==> src/rtl/serial_add_pkg.sv <==
// Shared types and helpers for the bit-serial adder controller.
package serial_add_pkg;

   localparam int DEFAULT_WIDTH = 8;

   typedef enum logic [1:0] {
      IDLE  = 2'd0,
      SHIFT = 2'd1,
      DONE  = 2'd2
   } state_t;

   function automatic logic fa_sum(input logic a, input logic b, input logic c);
      return a ^ b ^ c;
   endfunction

   function automatic logic fa_carry(input logic a, input logic b, input logic c);
      return (a & b) | (a & c) | (b & c);
   endfunction

endpackage

==> src/rtl/serial_add_ctrl_bit_counter.sv <==
// Bit counter for the serial adder: counts processed bits and flags the last one.
module serial_bit_counter #(
   parameter int WIDTH = 8,
   localparam int CNT_W = $clog2(WIDTH + 1)
) (
   input  logic clk_i,
   input  logic reset_i,
   input  logic clear,
   input  logic en,
   output logic last
);

   logic [CNT_W-1:0] count;

   // Count enabled cycles; clear takes priority so a new operation starts at zero.
   always_ff @(posedge clk_i or posedge reset_i) begin
      if (reset_i) begin
         count <= '0;
      end else if (clear) begin
         count <= '0;
      end else if (en) begin
         count <= count + CNT_W'(1);
      end
   end

   assign last = (count == CNT_W'(WIDTH - 1));

endmodule

==> src/rtl/serial_add_ctrl.sv <==
// Bit-serial adder sequencer: operand handshake, LSB-first add, result handshake.
// Optional macro SERIAL_ADD_SUB_EN adds sub_i for A-B (carry_o=1 means no borrow).
//
// state | meaning
// IDLE  | waiting for an operand pair, in_ready_o high
// SHIFT | one bit per cycle through the full adder, WIDTH cycles
// DONE  | result presented, held until sum_ready_i
module serial_add_ctrl
   import serial_add_pkg::*;
#(
   parameter int WIDTH = DEFAULT_WIDTH
) (
   input  logic             clk_i,
   input  logic             reset_i,
   input  logic             in_valid_i,
   output logic             in_ready_o,
   input  logic [WIDTH-1:0] a_i,
   input  logic [WIDTH-1:0] b_i,
`ifdef SERIAL_ADD_SUB_EN
   input  logic             sub_i,
`endif
   output logic             sum_valid_o,
   input  logic             sum_ready_i,
   output logic [WIDTH-1:0] sum_o,
   output logic             carry_o,
   output logic             busy_o
);

   state_t           state;
   logic [WIDTH-1:0] a_sr;
   logic [WIDTH-1:0] b_sr;
   logic [WIDTH-2:0] sum_sr;
   logic             carry;
   logic             bit_s;
   logic             bit_c;
   logic [WIDTH-1:0] sum_shift;
   logic [WIDTH-1:0] b_load;
   logic             c_load;
   logic             accept;
   logic             last;

   assign accept    = in_valid_i && in_ready_o;
   assign bit_s     = fa_sum(a_sr[0], b_sr[0], carry);
   assign bit_c     = fa_carry(a_sr[0], b_sr[0], carry);
   // New bit enters at the MSB; after WIDTH shifts the first bit sits at bit 0.
   assign sum_shift = {bit_s, sum_sr};

`ifdef SERIAL_ADD_SUB_EN
   // Subtraction as A + ~B + 1.
   assign b_load = sub_i ? ~b_i : b_i;
   assign c_load = sub_i;
`else
   assign b_load = b_i;
   assign c_load = 1'b0;
`endif

   serial_bit_counter #(.WIDTH(WIDTH)) u_bit_counter (
      .clk_i   (clk_i),
      .reset_i (reset_i),
      .clear   (accept),
      .en      (state == SHIFT),
      .last    (last)
   );

   // Sequencer with datapath registers and registered handshake outputs.
   always_ff @(posedge clk_i or posedge reset_i) begin
      if (reset_i) begin
         state       <= IDLE;
         a_sr        <= '0;
         b_sr        <= '0;
         sum_sr      <= '0;
         carry       <= 1'b0;
         sum_o       <= '0;
         carry_o     <= 1'b0;
         sum_valid_o <= 1'b0;
         busy_o      <= 1'b0;
         in_ready_o  <= 1'b1;
      end else begin
         case (state)
            IDLE: begin
               if (accept) begin
                  a_sr       <= a_i;
                  b_sr       <= b_load;
                  carry      <= c_load;
                  sum_sr     <= '0;
                  state      <= SHIFT;
                  in_ready_o <= 1'b0;
                  busy_o     <= 1'b1;
               end
            end
            SHIFT: begin
               a_sr   <= a_sr >> 1;
               b_sr   <= b_sr >> 1;
               sum_sr <= sum_shift[WIDTH-1:1];
               carry  <= bit_c;
               if (last) begin
                  state       <= DONE;
                  sum_o       <= sum_shift;
                  carry_o     <= bit_c;
                  sum_valid_o <= 1'b1;
               end
            end
            DONE: begin
               if (sum_ready_i) begin
                  state       <= IDLE;
                  sum_valid_o <= 1'b0;
                  busy_o      <= 1'b0;
                  in_ready_o  <= 1'b1;
               end
            end
            default: begin
               state       <= IDLE;
               sum_valid_o <= 1'b0;
               busy_o      <= 1'b0;
               in_ready_o  <= 1'b1;
            end
         endcase
      end
   end

endmodule
==> config.mk <==
export PLATFORM = sky130hd
export DESIGN_NAME = serial_add_ctrl
export DESIGN_NICKNAME = d
export VERILOG_FILES = /design/src/rtl/serial_add_pkg.sv /design/src/rtl/serial_add_ctrl_bit_counter.sv /design/src/rtl/serial_add_ctrl.sv
export SDC_FILE = /design/constraint.sdc
export NUM_CORES = 1
export LEC_CHECK = 0
export CORE_MARGIN = 8
export CORE_UTILIZATION = 50
export DETAILED_ROUTE_END_ITERATION = 7
export PLACE_DENSITY = 0.76
export SYNTH_ARGS = -nofsm -noshare
export SYNTH_HDL_FRONTEND = slang
export SYNTH_SLANG_ARGS = --single-unit
==> constraint.sdc <==
create_clock -name clk_i -period 2.7 [get_ports clk_i]
set_clock_uncertainty 0.15 [all_clocks]
set_input_delay 0.54 -clock clk_i [delete_from_list [all_inputs] [get_ports clk_i]]
set_output_delay 0.54 -clock clk_i [all_outputs]
set_load 0.05 [all_outputs]
* Yosys cells after proc, flatten, opt, wreduce, memory -nomap -nowiden *
Index checks and enable logic that the tools add are counted.

word-level totals
  output and inout port bits = 12
  logic and storage cells = 57
  bits of input ports = 20
  flip-flop bits (word level) = 42

operators by class
  eq/ne operators = 6
  muxes and demuxes = 21
  bitwise operators = 9
  reduce and logical (&&, ||, !) cells = 9
  add/subtract/negate cells = 1

operators by type and width
  cell                                                              count
  8-bit case mux with 2 select lines                                2
  8-bit two-way mux                                                 2
  7-bit case mux with 2 select lines                                1
  1-bit case mux with 3 select lines                                3
  3-bit AND reduction                                               3
  4-bit two-way mux                                                 2
  7-bit two-way mux                                                 1
  2-bit two-way mux                                                 3
  2-bit inequality test (second input constant)                     3
  2-bit case mux with 3 select lines                                1
  1-bit two-way mux                                                 5
  4-bit by 1-bit adder with 4-bit output (second input constant)    1
  4-bit by 3-bit == test with 1-bit output (second input constant)  1
  2-bit AND reduction                                               2
  2-bit nonzero test                                                2
  1-bit AND                                                         3
  2-bit by 1-bit == test with 1-bit output (second input constant)  1
  2-bit == test (second input constant)                             1
  2-bit zero test                                                   1
  1-bit inverter                                                    2
  1-bit bitwise OR                                                  2
  1-bit case mux with 2 select lines                                1
  1-bit bitwise XOR                                                 2
  1-bit logical AND                                                 1

* Depth between registers and ports, before layout *
Gate-level depths: netlist of run 1.

  depth after elaboration = 4
  gate-level depth with buffers = 6
  gate-level depth less buffers = 4

* By module *
A second synthesis of run 1 with hierarchy kept.

second synthesis, totals
  cell total of the unflattened synthesis = 142
  area total of the unflattened synthesis = 1916.8 µm²

by module, submodules not included
  module              sequential area each (µm²)  area an instance (µm²)  times used  cells an instance
  serial_add_ctrl     952.2                       1712.9                  1           123
  serial_bit_counter  100.1                       203.9                   1           19

* Worst setup path before layout of run 1 *
Ideal clock, no wire load.

  path kind = register -> register
  start point = reg in_ready_o
  end point = reg sum_sr[6]
  period minus slack after synthesis = 1.766 ns
  arrival time = 1.495 ns
  library setup time = 0.121 ns
  cell stages (with the launch flop) = 6
  path buffers = 2
  data required time = 2.429 ns
  setup slack = 0.934 ns
  cell sequence = dfstp_2 > a21oi_2 > or2_1 > buf_6 > buf_6 > a22o_1

on the way
  cells in the longest elaborated chain, start to end = 3

RTL lines
  what                             RTL line                source
  start, declared                  serial_add_ctrl.sv:16   output logic in_ready_o,
  start signal, assigned           serial_add_ctrl.sv:77   in_ready_o <= 1'b1;
  start signal, assigned           serial_add_ctrl.sv:87   in_ready_o <= 1'b0;
  start signal, assigned           serial_add_ctrl.sv:108  in_ready_o <= 1'b1;
  1-bit logical AND                serial_add_ctrl.sv:42   assign accept = in_valid_i && in_ready_o;
  2-bit inequality test (no line)  --
  2-bit AND reduction (no line)    --
  end signal, assigned             serial_add_ctrl.sv:94   sum_sr <= sum_shift[WIDTH-1:1];
  end, declared                    serial_add_ctrl.sv:32   logic [WIDTH-2:0] sum_sr;

No other way between the ends.
A chain may end at the register's enable or synchronous reset.

* Final worst setup path of run 1 *
  start point = reg in_ready_o
  end point = out in_ready_o

No word-level cell between the ends.

==> implementation parameters, run 1 <==
Parameter                              Value

Setup path
  Buf/Inv on CP    1
  Slowest stage cell, crit path    sky130_fd_sc_hd__clkdlybuf4s50_1
  WP depth    1
  Critical Path Start Type    register
  Crit path max-delay family    buffers and inverters
  Number of cells on the worst reg-to-reg path    3
  Maximum fanout along the worst path    4
  Setup slack of the worst register-to-register path    0.56 ns
  Ordered list of cells on the worst path    clkdlybuf4s50_1
  CP Capture Point    in_ready_o
  Endpoint of the worst register-to-register path    sum_o[4]
  Required time of the critical path    2.01 ns
  Critical register-to-register path startpoint    state[1]
  Critical Path Sink Type    output port
  Kind of critical path    register to output port
  Crit path launch    in_ready_o
  Delay of the slowest critical-path stage    0.81 ns
  Data arrival time of the worst path    1.66 ns

Global routing
  Total Routing Usage GR    12.6%
  Maximum number of pins on one net before global-route repair    43
  Initial antenna violation count    0
  Total gr overflow    0
  Wire length of the first global-routing pass    6.23 mm
  Number of global-route vias before repair    1,369

Layout
  Final core occ    62.8%
  Layout overhead on the synthesized area    22.1%
  Final nets    202
  Count of filler cells inserted in the layout    296
  Antenna diode instance count    0
  Area used by sequential logic in the layout    1050 um^2
  Layout cell share with drive strength beyond 1    11.0%
  Footprint of the multi-input gates    709 um^2

CTS
  Maximum level of the CTS H-tree    2
  Post-cts hold buffer count    0
  Clock slew seen by the registers of the worst setup and hold paths    0.07 ns
  CTS buffer count    5
  Maximum buffer depth of the clock tree    2
  Cts repair resizes    0
  TritonCTS clock tree    yes
  Worst-Skew Late Latency    0.28 ns
  Root Buffer    sky130_fd_sc_hd__clkbuf_8
  Number of setup buffers added after CTS    0
  Clock Sinks    42

Synthesis
  Leading area contributor after synthesis    sky130_fd_sc_hd__dfrtp_1
  Main flop type after synthesis    sky130_fd_sc_hd__dfrtp_1
  Number of enable flip-flop cells after synthesis    0
  Top area cells in the synthesized netlist    sky130_fd_sc_hd__dfrtp_1 55%, sky130_fd_sc_hd__mux2i_1 7.6%, sky130_fd_sc_hd__mux2_4 6.5%
  Netlist cell types    34
  Average size of a mapped cell    12.4 um^2
  Share of the synthesized area in the top cell type    55.3%
  Proportion of synthesized chip area in sequential cells    56.7%
  Number of nets in the synthesized netlist    171
  Top-count cell post-synth    sky130_fd_sc_hd__dfrtp_1
  Commonest cells post-synth    41 x sky130_fd_sc_hd__dfrtp_1, 16 x sky130_fd_sc_hd__o21ai_0, 15 x sky130_fd_sc_hd__o21ai_1
  Flop and latch count out of synthesis    42
  Async SR Flop Fraction    100%
  Number of warnings reported in the yosys synthesis log    0
  Area of the mapped netlist    1850 um^2
  Syn Inst Count    149

Die
  Die H    76.9 um
  Overall die area    5910 um^2
  Rows    22
  Core footprint    3610 um^2
  Horizontal die dimension    76.9 um
  Starting density of the core    51.4%
  Number of I/O pins    32

STA
  Setup tns final    0 ns
  Achievable Freq    426 MHz
  Worst slew margin    44.3%
  Final-report max-slew violation count    0
  RSZ-0062 raised after global routing    false
  Final setup violating endpoints    0
  Final hold vios    0
  Final min period    2.35 ns
  Portion of the clock cycle consumed by the worst path in the final layout    86.9%
  Worst Max-Slew Pin Slew    0.836 ns

Power
  Worst IR Drop VDD    0.000432 V
  PwrDens    1200 nW/um^2
  Standby leakage power    1.04 nW

Detailed routing
  Post-route ant nets    0
  Violation count after the first detailed-route iteration    132
  Wire length per cell after detailed routing    15.8 um
  Number of DRC violations after detailed routing    0
  Total Wirelength    3.63 mm
  Number of vias per cell after detailed routing    5.55
  First-pass iteration count of the detailed router    4
  Number of vias after detailed routing    1,271

Placement
  Routability cong.    0.696
  Detailed placement HPWL    2.62 mm
  Count of buffers from port buffering    31

Job
  Max-capacitance violation count    0

Status
  Run status    finished, final reports clean

Min path
  Class of the tightest hold or removal check    register to register
[logic make-up (layout without fill, tap and decap cells)]
logic type | after synthesis | after routing | synth area share, %
AO/OA/AOI/OAI | 50 | 50 | 16.3
flip-flops | 42 | 42 | 56.7
multiplexers | 23 | 23 | 14.6
AND/OR/NAND/NOR | 16 | 16 | 4.66
buffers and inverters | 14 | 46 | 4.99
adder cells (fa/ha/maj) | 2 | 2 | 1.75
XOR/XNOR | 2 | 2 | 0.945
[placed cells by master, fill, tap and decap left out, types with 2 or more instances in the layout]
| cell type | instances |
|---|---|
| sky130_fd_sc_hd__a21oi_1 | 4 |
| sky130_fd_sc_hd__buf_4 | 4 |
| sky130_fd_sc_hd__nand2_1 | 3 |
| sky130_fd_sc_hd__clkbuf_1 | 2 |
| sky130_fd_sc_hd__dfrtp_1 | 41 |
| sky130_fd_sc_hd__o21ai_1 | 15 |
| sky130_fd_sc_hd__mux2_4 | 8 |
| sky130_fd_sc_hd__nor2b_1 | 2 |
| sky130_fd_sc_hd__inv_1 | 3 |
| sky130_fd_sc_hd__a22o_1 | 10 |
| sky130_fd_sc_hd__clkbuf_8 | 6 |
| sky130_fd_sc_hd__o21ai_0 | 16 |
| sky130_fd_sc_hd__clkdlybuf4s50_1 | 31 |
| sky130_fd_sc_hd__mux2i_1 | 14 |
| sky130_fd_sc_hd__nor2_1 | 3 |
[worst min path at each step]
stage | startpoint | to | slack (ns) | cells after the start
final | sum_o[4] | sum_o[4] | 0.35 | 1
after global routing | sum_o[4] | sum_o[4] | 0.37 | 1
after CTS | sum_valid_o | sum_valid_o | 0.36 | 1
after detailed placement | sum_o[2] | sum_o[2] | 0.34 | 1
after global placement | sum_o[4] | sum_o[4] | 0.32 | 1
after floorplan | a_sr[7] | a_sr[7] | 0.32 | 1
[sequential cells by signal, indices dropped and copies added, names as in the netlist]
name / count
carry: 1
sum_sr: 7
sum_valid_o: 1
a_sr: 8
b_sr: 8
in_ready_o: 1
carry_o: 1
u_bit_counter.count: 4
sum_o: 8
state: 2
busy_o: 1
[power by group]
group | internal [W] | leakage [nW] | switching, W
Sequential | 0.000893 | 0.535 | 0.000186
Clock | 0.000208 | 0.0455 | 0.000190
Combinational | 0.000530 | 0.457 | 0.000704
Total | 0.00163 | 1.04 | 0.00108
[metal layers]
layer	wire (um)	track usage [%]	share of wire [%]
met2	1810	21.5	50
met4	0	3.46	0
met1	1670	14.9	46
met3	154	3.96	4.2
met5	0	0	0
[layout make-up]
class	instances	area share, %
inverters	3	0.498
flip-flops and latches	42	46.5
multi-input cells	93	31.3
well taps	48	2.65
clock buffers	8	3.98
repair buffers	35	15.0
[per-stage QoR]
stage / setup slack (ns) / total power [W] / hold WS, ns / cell area, um^2 / instances
finish: 0.353 / 0.00271 / 0.351 / 2260 / 229
global route: 0.301 / 0.00288 / 0.375 / 2260 / 229
CTS: 0.335 / 0.00274 / 0.360 / 2260 / 229
detailed placement: 0.381 / 0.00233 / 0.343 / 2170 / 221
global placement: 0.438 / 0.00227 / 0.321 / 2170 / 221
floorplan: 0.934 / 0.00203 / 0.322 / 1850 / 149
(Power assumes the default switching activity.)
==> inputs of run 2 (changes only) <==
PLACE_DENSITY = 0.82   (was 0.76)
==> run 2 against run 1 <==
  * Sequential power hardly changed
  * Register-to-register slack improved by 0.05 ns
  * Non-clock buffer count is 3 higher
  * Highest routed layer is now met4
  * Fmax shrank 0.24%
==> implementation parameters, run 2 (synthesis results as in run 1) <==
Parameter                              Value

CTS
  Clock Sinks    42
  TritonCTS clock tree    yes
  CTS buffer count    5
  Maximum level of the CTS H-tree    2
  Cts repair resizes    0
  Post-cts hold buffer count    0
  Clock slew seen by the registers of the worst setup and hold paths    0.08 ns
  Maximum buffer depth of the clock tree    2
  Number of setup buffers added after CTS    0
  Root Buffer    sky130_fd_sc_hd__clkbuf_8
  Worst-Skew Late Latency    0.30 ns

Power
  Switching share of power    40.1%
  Logic pwr share    45.9%
  Total net switching power    0.00111 W
  P_int    0.00165 W
  Part of the total power dissipated in sequential elements    38.7%
  Total power draw    0.00276 W
  Worst IR Drop VDD    0.000536 V
  Standby leakage power    1.05 nW
  PwrDens    1210 nW/um^2
  Clock share of power    15.4%

STA
  Hold slack    0.346 ns
  Setup tns final    0 ns
  Portion of the clock cycle consumed by the worst path in the final layout    87.1%
  Achievable Freq    425 MHz
  Final-report max-slew violation count    0
  RSZ-0062 raised after global routing    false
  Worst Max-Slew Pin Slew    0.638 ns
  Min setup slack post-route    0.347 ns
  Final min period    2.35 ns
  Final hold vios    0
  Worst slew margin    57.5%
  Final setup violating endpoints    0

Global routing
  Wire length of the first global-routing pass    6.29 mm
  Met3 routing resource usage after global routing    6.18%
  Met1 usage    15.7%
  Maximum number of pins on one net before global-route repair    43
  Total gr overflow    0
  Total Routing Usage GR    13.0%
  Most used routing layer    met2
  Met2 GRT Util    19.5%
  Number of global-route vias before repair    1,357
  Initial antenna violation count    0

Layout
  Layout cell share with drive strength beyond 1    13.6%
  Largest registers    a_sr (8), b_sr (8), sum_o (8)
  Final core occ    63.5%
  Highest-count cells in the layout ignoring fill and taps    41 x sky130_fd_sc_hd__dfrtp_1, 31 x sky130_fd_sc_hd__clkdlybuf4s50_1, 16 x sky130_fd_sc_hd__o21ai_0
  Antenna diode instance count    0
  Final nets    205
  Count of filler cells inserted in the layout    294
  Footprint of the multi-input gates    709 um^2
  Layout overhead on the synthesized area    23.5%
  Most frequent standard cell in the layout excluding fill and tap cells    sky130_fd_sc_hd__dfrtp_1
  Area used by sequential logic in the layout    1050 um^2

Placement
  Pre-CTS WS    0.452 ns
  Routability cong.    0.765
  Count of buffers from port buffering    31
  Detailed placement HPWL    2.56 mm

Detailed routing
  Post-route ant nets    0
  Violation count after the first detailed-route iteration    140
  Number of vias after detailed routing    1,274
  Number of vias per cell after detailed routing    5.49
  Number of DRC violations after detailed routing    0
  Wire length per cell after detailed routing    15.5 um
  Total Wirelength    3.59 mm
  First-pass iteration count of the detailed router    4

Setup path
  Delay of the slowest critical-path stage    0.81 ns
  Crit path max-delay family    buffers and inverters
  Critical Path Start Type    register
  Buf/Inv on CP    1
  Slowest stage cell, crit path    sky130_fd_sc_hd__clkdlybuf4s50_1
  Kind of critical path    register to output port
  Data arrival time of the worst path    1.66 ns
  Required time of the critical path    2.01 ns
  Critical Path Sink Type    output port
  Ordered list of cells on the worst path    clkdlybuf4s50_1
  Maximum fanout along the worst path    4

Die
  Overall die area    5910 um^2
  Die H    76.9 um
  Number of I/O pins    32
  Starting density of the core    51.4%
  Rows    22
  Horizontal die dimension    76.9 um
  Core footprint    3610 um^2

Min path
  Class of the tightest hold or removal check    register to register

Job
  Max-capacitance violation count    0

Status
  Run status    finished, final reports clean
run 2: cell count changes in the layout (fill, tap and decap cells not counted):
cell                         delta
sky130_fd_sc_hd__clkbuf_1       -2
sky130_fd_sc_hd__buf_4          +3
sky130_fd_sc_hd__clkinv_2       +1
sky130_fd_sc_hd__clkinvlp_4     +1
run 2: cell type report:
cell class | count | share of cell area (%)
well taps | 48 | 2.62
multi-input cells | 93 | 31.0
repair buffers | 38 | 15.8
inverters | 3 | 0.492
flip-flops and latches | 42 | 45.9
clock inverters | 2 | 0.546
clock buffers | 6 | 3.60
run 2: path summary, 6_finish.rpt:
check,depth (start not counted),slack (ns),endpoint,from
worst min-delay path,1,0.35,sum_o[4],sum_o[4]
worst max register to register,4,0.61,sum_o[4],state[0]
worst min register to register,1,0.35,sum_o[4],sum_o[4]
min in group asynchronous,3,0.53,sum_sr[0],reset_i
max in group asynchronous,3,1.50,in_ready_o,reset_i
worst max-delay path,1,0.35,in_ready_o,in_ready_o
run 2: metal layers:
layer  wire, um  vias to the layer above
met1       1670                      639
met5          0                        -
li1           -                      593
met2       1620                       36
met4         55                        0
met3        244                        6
run 2: power groups by stage:
stage	Combinational (W)	Clock [W]	Sequential, W
2_1_floorplan	0.000747	0	0.00128
3_3_place_gp	0.00123	0	0.00106
3_5_place_dp	0.00128	0	0.00108
4_1_cts	0.00128	0.000435	0.00107
5_1_grt	0.00139	0.000464	0.00110
6_report	0.00127	0.000426	0.00107
run 2: per-stage QoR:
stage,instances,cell area [um^2]
after floorplan,149,1850
after global placement,224,2200
after detailed placement,224,2200
after CTS,232,2290
after global routing,232,2290
final,232,2290
